[src/rtl/mini_src_pkg.sv]
// Shared Mini SRC control definitions: opcodes, ALU op bit positions,
// sequencer state encoding, instruction classes and datapath strobe bundle.
package mini_src_pkg;

    // Register-register ALU opcodes, IR[31:27]
    localparam logic [4:0] OpAdd  = 5'b00011;
    localparam logic [4:0] OpSub  = 5'b00100;
    localparam logic [4:0] OpAnd  = 5'b00101;
    localparam logic [4:0] OpOr   = 5'b00110;
    localparam logic [4:0] OpRor  = 5'b00111;
    localparam logic [4:0] OpRol  = 5'b01000;
    localparam logic [4:0] OpShr  = 5'b01001;
    localparam logic [4:0] OpShra = 5'b01010;
    localparam logic [4:0] OpShl  = 5'b01011;
    localparam logic [4:0] OpNeg  = 5'b01110;
    localparam logic [4:0] OpMul  = 5'b01111;
    localparam logic [4:0] OpDiv  = 5'b10000;
    localparam logic [4:0] OpNot  = 5'b10001;

    // Bit positions within the one-hot alu_op vector
    localparam int unsigned AluAdd    = 0;
    localparam int unsigned AluSub    = 1;
    localparam int unsigned AluAnd    = 2;
    localparam int unsigned AluOr     = 3;
    localparam int unsigned AluShr    = 4;
    localparam int unsigned AluShra   = 5;
    localparam int unsigned AluShl    = 6;
    localparam int unsigned AluRor    = 7;
    localparam int unsigned AluRol    = 8;
    localparam int unsigned AluNeg    = 9;
    localparam int unsigned AluNot    = 10;
    localparam int unsigned AluMul    = 11;
    localparam int unsigned AluDiv    = 12;
    localparam int unsigned AluInc    = 13;
    localparam int unsigned NumAluOps = 14;

    typedef enum logic [3:0] {
        StIdle, StT0, StT1, StT1w, StT2, StDec, StT3, StT4, StT5, StT6, StHalt
    } state_e;

    typedef enum logic [1:0] {
        ClsBin, ClsUnary, ClsHilo, ClsBad
    } iclass_e;

    // Single-bit datapath strobes, registered as one bundle
    typedef struct packed {
        logic pc_out;
        logic pc_in;
        logic mar_in;
        logic mdr_in;
        logic mdr_out;
        logic ir_in;
        logic y_in;
        logic z_in;
        logic zlow_out;
        logic zhigh_out;
        logic hi_in;
        logic lo_in;
        logic read;
        logic inc_pc;
    } strobes_t;

endpackage

[src/rtl/instr_decode.sv]
// Opcode classifier: maps an opcode to its instruction class and the
// one-hot ALU operation it requests. Purely combinational.
module instr_decode
    import mini_src_pkg::*;
#(
    parameter int unsigned OP_W = 5
) (
    input  logic [OP_W-1:0]      i_op,
    output logic [1:0]           o_class,
    output logic [NumAluOps-1:0] o_alu_op
);

    // Opcode lookup; anything not listed is reported as ClsBad
    always_comb begin
        o_class  = ClsBad;
        o_alu_op = '0;
        case (i_op)
            OpAdd:  begin o_class = ClsBin;   o_alu_op[AluAdd]  = 1'b1; end
            OpSub:  begin o_class = ClsBin;   o_alu_op[AluSub]  = 1'b1; end
            OpAnd:  begin o_class = ClsBin;   o_alu_op[AluAnd]  = 1'b1; end
            OpOr:   begin o_class = ClsBin;   o_alu_op[AluOr]   = 1'b1; end
            OpRor:  begin o_class = ClsBin;   o_alu_op[AluRor]  = 1'b1; end
            OpRol:  begin o_class = ClsBin;   o_alu_op[AluRol]  = 1'b1; end
            OpShr:  begin o_class = ClsBin;   o_alu_op[AluShr]  = 1'b1; end
            OpShra: begin o_class = ClsBin;   o_alu_op[AluShra] = 1'b1; end
            OpShl:  begin o_class = ClsBin;   o_alu_op[AluShl]  = 1'b1; end
            OpNeg:  begin o_class = ClsUnary; o_alu_op[AluNeg]  = 1'b1; end
            OpNot:  begin o_class = ClsUnary; o_alu_op[AluNot]  = 1'b1; end
            OpMul:  begin o_class = ClsHilo;  o_alu_op[AluMul]  = 1'b1; end
            OpDiv:  begin o_class = ClsHilo;  o_alu_op[AluDiv]  = 1'b1; end
            default: ;
        endcase
    end

endmodule

[src/rtl/alu_instr_sequencer.sv]
// Hardwired control sequencer for Mini SRC register-register ALU instructions:
// fetch (with optional memory wait states), decode, and execute for binary,
// unary and MUL/DIV forms. Outputs are registered Moore decodes of the state.
module alu_instr_sequencer
    import mini_src_pkg::*;
#(
    parameter int unsigned NREGS    = 16,
    parameter int unsigned REG_W    = 4,
    parameter int unsigned MEM_WAIT = 0,
    parameter int unsigned OP_W     = 5
) (
    input  logic                 i_clock,
    input  logic                 i_clear,
    input  logic                 i_start,
    input  logic                 i_run,
    input  logic [31:0]          i_ir,
    output logic [NREGS-1:0]     o_rin,
    output logic [NREGS-1:0]     o_rout,
    output logic                 o_pc_out,
    output logic                 o_pc_in,
    output logic                 o_mar_in,
    output logic                 o_mdr_in,
    output logic                 o_mdr_out,
    output logic                 o_ir_in,
    output logic                 o_y_in,
    output logic                 o_z_in,
    output logic                 o_zlow_out,
    output logic                 o_zhigh_out,
    output logic                 o_hi_in,
    output logic                 o_lo_in,
    output logic                 o_read,
    output logic                 o_inc_pc,
    output logic [NumAluOps-1:0] o_alu_op,
    output logic                 o_busy,
    output logic                 o_done,
    output logic                 o_illegal
);

    localparam logic [2:0] WaitReload = (MEM_WAIT > 0) ? 3'(MEM_WAIT - 1) : 3'd0;

    // State and latched instruction fields
    state_e               r_state, w_state_d;
    logic [2:0]           r_wait_cnt, w_wait_cnt_d;
    logic [REG_W-1:0]     r_ra, r_rb, r_rc, w_ra_d, w_rb_d, w_rc_d;
    iclass_e              r_class, w_class_d;
    logic [NumAluOps-1:0] r_alu, w_alu_d;
    logic                 r_illegal, w_illegal_d;

    // Registered outputs and their next values
    strobes_t             r_strb, w_strb_d;
    logic [NREGS-1:0]     r_rin, r_rout, w_rin_d, w_rout_d;
    logic [NumAluOps-1:0] r_alu_out, w_alu_out_d;
    logic                 r_busy, r_done, w_busy_d, w_done_d;

    // Instruction fields straight from IR, used only while in DEC
    logic [OP_W-1:0]      w_op;
    logic [REG_W-1:0]     w_ir_ra, w_ir_rb, w_ir_rc;
    logic [1:0]           w_dec_class;
    logic [NumAluOps-1:0] w_dec_alu;
    logic                 w_reg_bad;
    logic                 w_unused_ir;

    assign w_op        = i_ir[31 -: OP_W];
    assign w_ir_ra     = i_ir[26 -: REG_W];
    assign w_ir_rb     = i_ir[26 - REG_W -: REG_W];
    assign w_ir_rc     = i_ir[26 - 2 * REG_W -: REG_W];
    assign w_unused_ir = ^i_ir[26 - 3 * REG_W:0];

    instr_decode #(
        .OP_W (OP_W)
    ) u_decode (
        .i_op     (w_op),
        .o_class  (w_dec_class),
        .o_alu_op (w_dec_alu)
    );

    // A register field outside the file is illegal only if the class uses it
    always_comb begin
        w_reg_bad = (32'(w_ir_ra) >= NREGS) || (32'(w_ir_rb) >= NREGS);
        if (iclass_e'(w_dec_class) == ClsBin && 32'(w_ir_rc) >= NREGS) begin
            w_reg_bad = 1'b1;
        end
    end

    // Next-state sequencing and field latching
    always_comb begin
        w_state_d    = r_state;
        w_wait_cnt_d = r_wait_cnt;
        w_ra_d       = r_ra;
        w_rb_d       = r_rb;
        w_rc_d       = r_rc;
        w_class_d    = r_class;
        w_alu_d      = r_alu;
        w_illegal_d  = r_illegal;
        case (r_state)
            StIdle: if (i_start) w_state_d = StT0;
            StT0:   w_state_d = StT1;
            StT1: begin
                if (MEM_WAIT > 0) begin
                    w_state_d    = StT1w;
                    w_wait_cnt_d = WaitReload;
                end else begin
                    w_state_d = StT2;
                end
            end
            StT1w: begin
                if (r_wait_cnt == 3'd0) w_state_d = StT2;
                else                    w_wait_cnt_d = r_wait_cnt - 3'd1;
            end
            StT2:   w_state_d = StDec;
            StDec: begin
                w_ra_d    = w_ir_ra;
                w_rb_d    = w_ir_rb;
                w_rc_d    = w_ir_rc;
                w_class_d = iclass_e'(w_dec_class);
                w_alu_d   = w_dec_alu;
                if (iclass_e'(w_dec_class) == ClsBad || w_reg_bad) begin
                    w_state_d   = StHalt;
                    w_illegal_d = 1'b1;
                end else begin
                    w_state_d = StT3;
                end
            end
            StT3:   w_state_d = StT4;
            StT4:   w_state_d = StT5;
            StT5: begin
                if (r_class == ClsHilo) w_state_d = StT6;
                else                    w_state_d = i_run ? StT0 : StIdle;
            end
            StT6:   w_state_d = i_run ? StT0 : StIdle;
            StHalt: w_state_d = StHalt;
            default: w_state_d = StIdle;
        endcase
    end

    // Moore output decode of the upcoming state, so registers line up with it
    always_comb begin
        w_strb_d    = '0;
        w_alu_out_d = '0;
        w_rin_d     = '0;
        w_rout_d    = '0;
        w_done_d    = 1'b0;
        w_busy_d    = (w_state_d != StIdle) && (w_state_d != StHalt);
        case (w_state_d)
            StT0: begin
                w_strb_d.pc_out      = 1'b1;
                w_strb_d.mar_in      = 1'b1;
                w_strb_d.inc_pc      = 1'b1;
                w_strb_d.z_in        = 1'b1;
                w_alu_out_d[AluInc]  = 1'b1;
            end
            StT1: begin
                w_strb_d.zlow_out = 1'b1;
                w_strb_d.pc_in    = 1'b1;
                w_strb_d.read     = 1'b1;
                w_strb_d.mdr_in   = 1'b1;
            end
            StT1w: begin
                w_strb_d.read   = 1'b1;
                w_strb_d.mdr_in = 1'b1;
            end
            StT2: begin
                w_strb_d.mdr_out = 1'b1;
                w_strb_d.ir_in   = 1'b1;
            end
            StT3: begin
                w_strb_d.y_in = 1'b1;
                if (w_class_d == ClsHilo) w_rout_d[w_ra_d] = 1'b1;
                else                      w_rout_d[w_rb_d] = 1'b1;
            end
            StT4: begin
                w_strb_d.z_in = 1'b1;
                w_alu_out_d   = w_alu_d;
                // Unary ops take their operand from Y, so nothing drives the bus
                if (w_class_d == ClsBin)       w_rout_d[w_rc_d] = 1'b1;
                else if (w_class_d == ClsHilo) w_rout_d[w_rb_d] = 1'b1;
            end
            StT5: begin
                w_strb_d.zlow_out = 1'b1;
                if (w_class_d == ClsHilo) begin
                    w_strb_d.lo_in = 1'b1;
                end else begin
                    w_rin_d[w_ra_d] = 1'b1;
                    w_done_d        = 1'b1;
                end
            end
            StT6: begin
                w_strb_d.zhigh_out = 1'b1;
                w_strb_d.hi_in     = 1'b1;
                w_done_d           = 1'b1;
            end
            default: ;
        endcase
    end

    // State, latched fields and registered outputs; clear zeroes every strobe at once
    always_ff @(posedge i_clock or posedge i_clear) begin
        if (i_clear) begin
            r_state    <= StIdle;
            r_wait_cnt <= 3'd0;
            r_ra       <= '0;
            r_rb       <= '0;
            r_rc       <= '0;
            r_class    <= ClsBin;
            r_alu      <= '0;
            r_illegal  <= 1'b0;
            r_strb     <= '0;
            r_rin      <= '0;
            r_rout     <= '0;
            r_alu_out  <= '0;
            r_busy     <= 1'b0;
            r_done     <= 1'b0;
        end else begin
            r_state    <= w_state_d;
            r_wait_cnt <= w_wait_cnt_d;
            r_ra       <= w_ra_d;
            r_rb       <= w_rb_d;
            r_rc       <= w_rc_d;
            r_class    <= w_class_d;
            r_alu      <= w_alu_d;
            r_illegal  <= w_illegal_d;
            r_strb     <= w_strb_d;
            r_rin      <= w_rin_d;
            r_rout     <= w_rout_d;
            r_alu_out  <= w_alu_out_d;
            r_busy     <= w_busy_d;
            r_done     <= w_done_d;
        end
    end

    assign o_rin       = r_rin;
    assign o_rout      = r_rout;
    assign o_pc_out    = r_strb.pc_out;
    assign o_pc_in     = r_strb.pc_in;
    assign o_mar_in    = r_strb.mar_in;
    assign o_mdr_in    = r_strb.mdr_in;
    assign o_mdr_out   = r_strb.mdr_out;
    assign o_ir_in     = r_strb.ir_in;
    assign o_y_in      = r_strb.y_in;
    assign o_z_in      = r_strb.z_in;
    assign o_zlow_out  = r_strb.zlow_out;
    assign o_zhigh_out = r_strb.zhigh_out;
    assign o_hi_in     = r_strb.hi_in;
    assign o_lo_in     = r_strb.lo_in;
    assign o_read      = r_strb.read;
    assign o_inc_pc    = r_strb.inc_pc;
    assign o_alu_op    = r_alu_out;
    assign o_busy      = r_busy;
    assign o_done      = r_done;
    assign o_illegal   = r_illegal;

    // Shared bus: never more than one driver in any cycle
    logic [NREGS+3:0] w_bus_drivers;
    assign w_bus_drivers = {r_rout, r_strb.pc_out, r_strb.mdr_out, r_strb.zlow_out,
                            r_strb.zhigh_out};

    a_one_bus_driver: assert property (@(posedge i_clock) disable iff (i_clear)
        $onehot0(w_bus_drivers));

endmodule

[config.mk]
export PLATFORM = sky130hd
export DESIGN_NAME = alu_instr_sequencer
export DESIGN_NICKNAME = d
export VERILOG_FILES = /design/src/rtl/mini_src_pkg.sv /design/src/rtl/instr_decode.sv /design/src/rtl/alu_instr_sequencer.sv
export SDC_FILE = /design/constraint.sdc
export NUM_CORES = 1
export LEC_CHECK = 0
export CAP_MARGIN = 5
export CORE_MARGIN = 5
export CORE_UTILIZATION = 45
export DETAILED_ROUTE_END_ITERATION = 12
export PLACE_DENSITY = 0.75
export RECOVER_POWER = 100
export SLEW_MARGIN = 30
export SYNTH_ARGS = -nofsm -noshare
export SYNTH_HDL_FRONTEND = slang
export SYNTH_HIERARCHICAL = 1
export SYNTH_SLANG_ARGS = --single-unit
[constraint.sdc]
create_clock -name i_clock -period 3 [get_ports i_clock]
set_input_delay 0.6 -clock i_clock [delete_from_list [all_inputs] [get_ports i_clock]]
set_output_delay 0.6 -clock i_clock [all_outputs]
set_load 0.02 [all_outputs]
==> results of run 1 <==
-- worst paths after layout --
check	from	end	slack, ps
worst max-delay path	i_ir[28]	o_rout[6]	250
worst min-delay path	r_alu[1]	r_alu[1]	470
worst max register to register	r_state[2]	o_rout[15]	290
worst min register to register	r_alu[1]	r_alu[1]	470
max in group asynchronous	i_clear	o_alu_op[11]	1060
min in group asynchronous	i_clear	o_alu_op[0]	1130
-- cell usage in the layout, fill, tap and decap left out, types with 6 or more instances in the layout --
cell	n
nand2_1	95
dfrtp_1	93
dlygate4sd3_1	65
nor2_1	33
nor3_1	18
clkdlybuf4s50_1	18
buf_4	16
nand2b_1	14
o21ai_0	11
nor4_1	10
clkbuf_8	10
nor3b_1	9
and2_1	8
inv_1	7
o21ai_1	7
o221ai_1	7
and2_0	7
nor2b_1	6
a31oi_1	6
-- per-stage QoR --
| stage | power (uW) | hold slack, ps | std cells |
|---|---|---|---|
| after global placement | 3360 | 447 | 677 |
| after detailed placement | 3420 | 450 | 677 |
| final | 4120 | 472 | 693 |
| after floorplan | 2890 | 433 | 472 |
| after global routing | 4380 | 496 | 693 |
| after CTS | 4210 | 471 | 693 |
-- cell type report --
| cell class | count | area share (%) |
|---|---|---|
| Clock buffer | 10 | 2.41 |
| Tap cell | 133 | 2.91 |
| Timing Repair Buffer | 107 | 17.5 |
| Sequential cell | 93 | 40.7 |
| Multi-Input combinational cell | 334 | 35.0 |
| Clock inverter | 6 | 0.787 |
| Inverter | 10 | 0.722 |
-- sequential cells by signal, summed over array words and instances (netlist names), 2 cells and up --
| signal | count |
|---|---|
| r_ra | 4 |
| o_rout | 16 |
| r_wait_cnt | 3 |
| r_rb | 4 |
| r_alu | 14 |
| r_class | 2 |
| r_rc | 4 |
| o_alu_op | 14 |
| r_state | 4 |
| o_rin | 16 |
-- power by group --
group          internal [uW]  switching (uW)
registers               1520             278
clock network            328             454
logic                    618             924
-- logic make-up after synthesis --
group	Yosys count
AND/OR/NAND/NOR	254
flip-flops	93
AO/OA/AOI/OAI	68
buffers and inverters	45
multiplexers	5
XOR/XNOR	4
adder cells (fa/ha/maj)	2
other	1
-- tightest hold or removal path, stage by stage (launching register included) --
cell and delay [ps]:
dfrtp_1 330, nand2_1 50, nand2_1 60
-- metal layers --
metal	routed length [um]	vias to the layer above	GRT usage, %
li1	-	1827	-
met1	5180	1874	25.6
met2	5620	131	31.4
met3	636	14	3.93
met4	176	0	6.33
met5	0	-	0
==> flow_summary.toml, run 1 <==
[synthesis]
synth-simple-area-share_pct = 30.3
synth_top_area_share_pct = 50.6
synth_top_family_by_area = "simple AND/OR/NAND/NOR gates"
synth_common_cells = "95 x nand2_1, 93 x dfrtp_1, 33 x nor2_1, 18 x nor3_1, 15 x and2_1"
synth_area_um2 = 4600
synthMuxAreaShare_pct = 1.17
synth_edf_count = 0
synth_cell_type_count = 68
yosys-top-cells-area = "dfrtp_1 51%, nand2_1 7.8%, nor2_1 2.7%"
synthArstFlopShare_pct = 100
ys_seq_area_share_pct = 50.6
ys_warn_count = 6
synth_xor_area_share_pct = 0.762
syn_nets = 510
synth.most_common_cell = "nand2_1"
yosys.area.top_type = "dfrtp_1"
synth_compound_area_share_pct = 11.1
synth_seq_cells = 93
avgSynthCellArea_um2 = 9.74
synthAdderAreaFrac_pct = 0.545
syn-instance-count = 472
ys.flop_type = "dfrtp_1"

[routing]
dr.first_iter.drc_count = 360
routedWlPerCell_um = 16.8
avgViaCountPerCell = 5.55
finalWirelength_um = 11600
drtAntennaViolNets = 0
vias = 3846
drc = 0
first_pass_iters = 5

[global_routing]
track_usage_pct = 19.2
antenna_found_initial = 0
grt_pass1_wl_um = 19000
grt_max_degree = 94
grt_pass1_vias = 3742
grt-ovfl-total = 0

[final_layout]
fin_nets = 593
synthToLayoutAreaGrowth_pct = 24.5
antenna_cells = 0
multiInputGateArea_um2 = 2000
seqCellArea_um2 = 2330
post-route-util_pct = 58.0
fillers = 859
final_layout_size_suffix_gt1_share_pct = 8.75
fin_area_um2 = 5720

[flow_run]
drv_cap = 0

[pwr]
vdd_drop_max_uv = 446
power.density_nw_per_um2 = 720
leakagePower_uw = 0.00266

[clocking]
cts_sinks = 93
cts_root_buf = "clkbuf_8"
cts_hold_buffers = 0
cts_tree = "yes"
cts_setup_buffers = 0
cts_resized = 0
clock_latency_ps = 370
cts_buffers = 9
clk_pin_slew_ps = 100
cts_buffer_depth = 2
ctsHtreeMaxLevel = 3

[sta]
slew_viol_final = 0
setup_viol = 0
min_period_over_period_pct = 91.8
rsz0062_at_grt = "false"
setup_tns_ps = 0
timing.fmax_mhz = 363
tightest_slew_ps = 1220
setup_ws_ps = 247
fin_skew_ps = 11.0
slew_headroom_pct = 18.6
hold_viol = 0
final.min_clock_period_ps = 2750

[placement]
dp_hpwl_um = 8480
post-place-ws_ps = 71.8
placed_area_um2 = 5610
io_buffers = 83
place_congestion = 0.927

[setup_path]
cp_slowest_stage_delay_ps = 600
critical_path_depth = 10
cp.buffers_inverters = 3
slowest_stage = "dlygate4sd3_1"
cp_max_fo = 6
path_cells = "dlygate4sd3_1, buf_4, nor4b_2, a21oi_1, o2bb2a_4, nand2b_1, buf_4, nor4_1, o21ai_1, o311ai_0"
worstRegToRegCells = 5
setup.worst_path.class = "input port to flop"
cpMostUsedCell = "buf_4"
cp-end-kind = "flop"
start_kind = "input port"
critical-path-top-delay-family = "buffers and inverters"
crit_arrival_ps = 2990
cp.required_ps = 3230

[worst_hold_path]
whs_path_depth = 2
hp-class = "flop to flop"

[die]
io_pins = 99
chipHeight_um = 111
core_area_um2 = 9860
initial_core_util_pct = 46.6
rows = 36
die_x_um = 111
die_area_um2 = 12300

[status]
status = "finished, final reports clean"
Note: power is estimated with default switching activity, not from simulation.
==> run 2: changes to the inputs <==
TNS_END_PERCENT = 10   (was default)
==> results of run 2 <==
Final layout, timing and power as in run 1 (identical DEF).
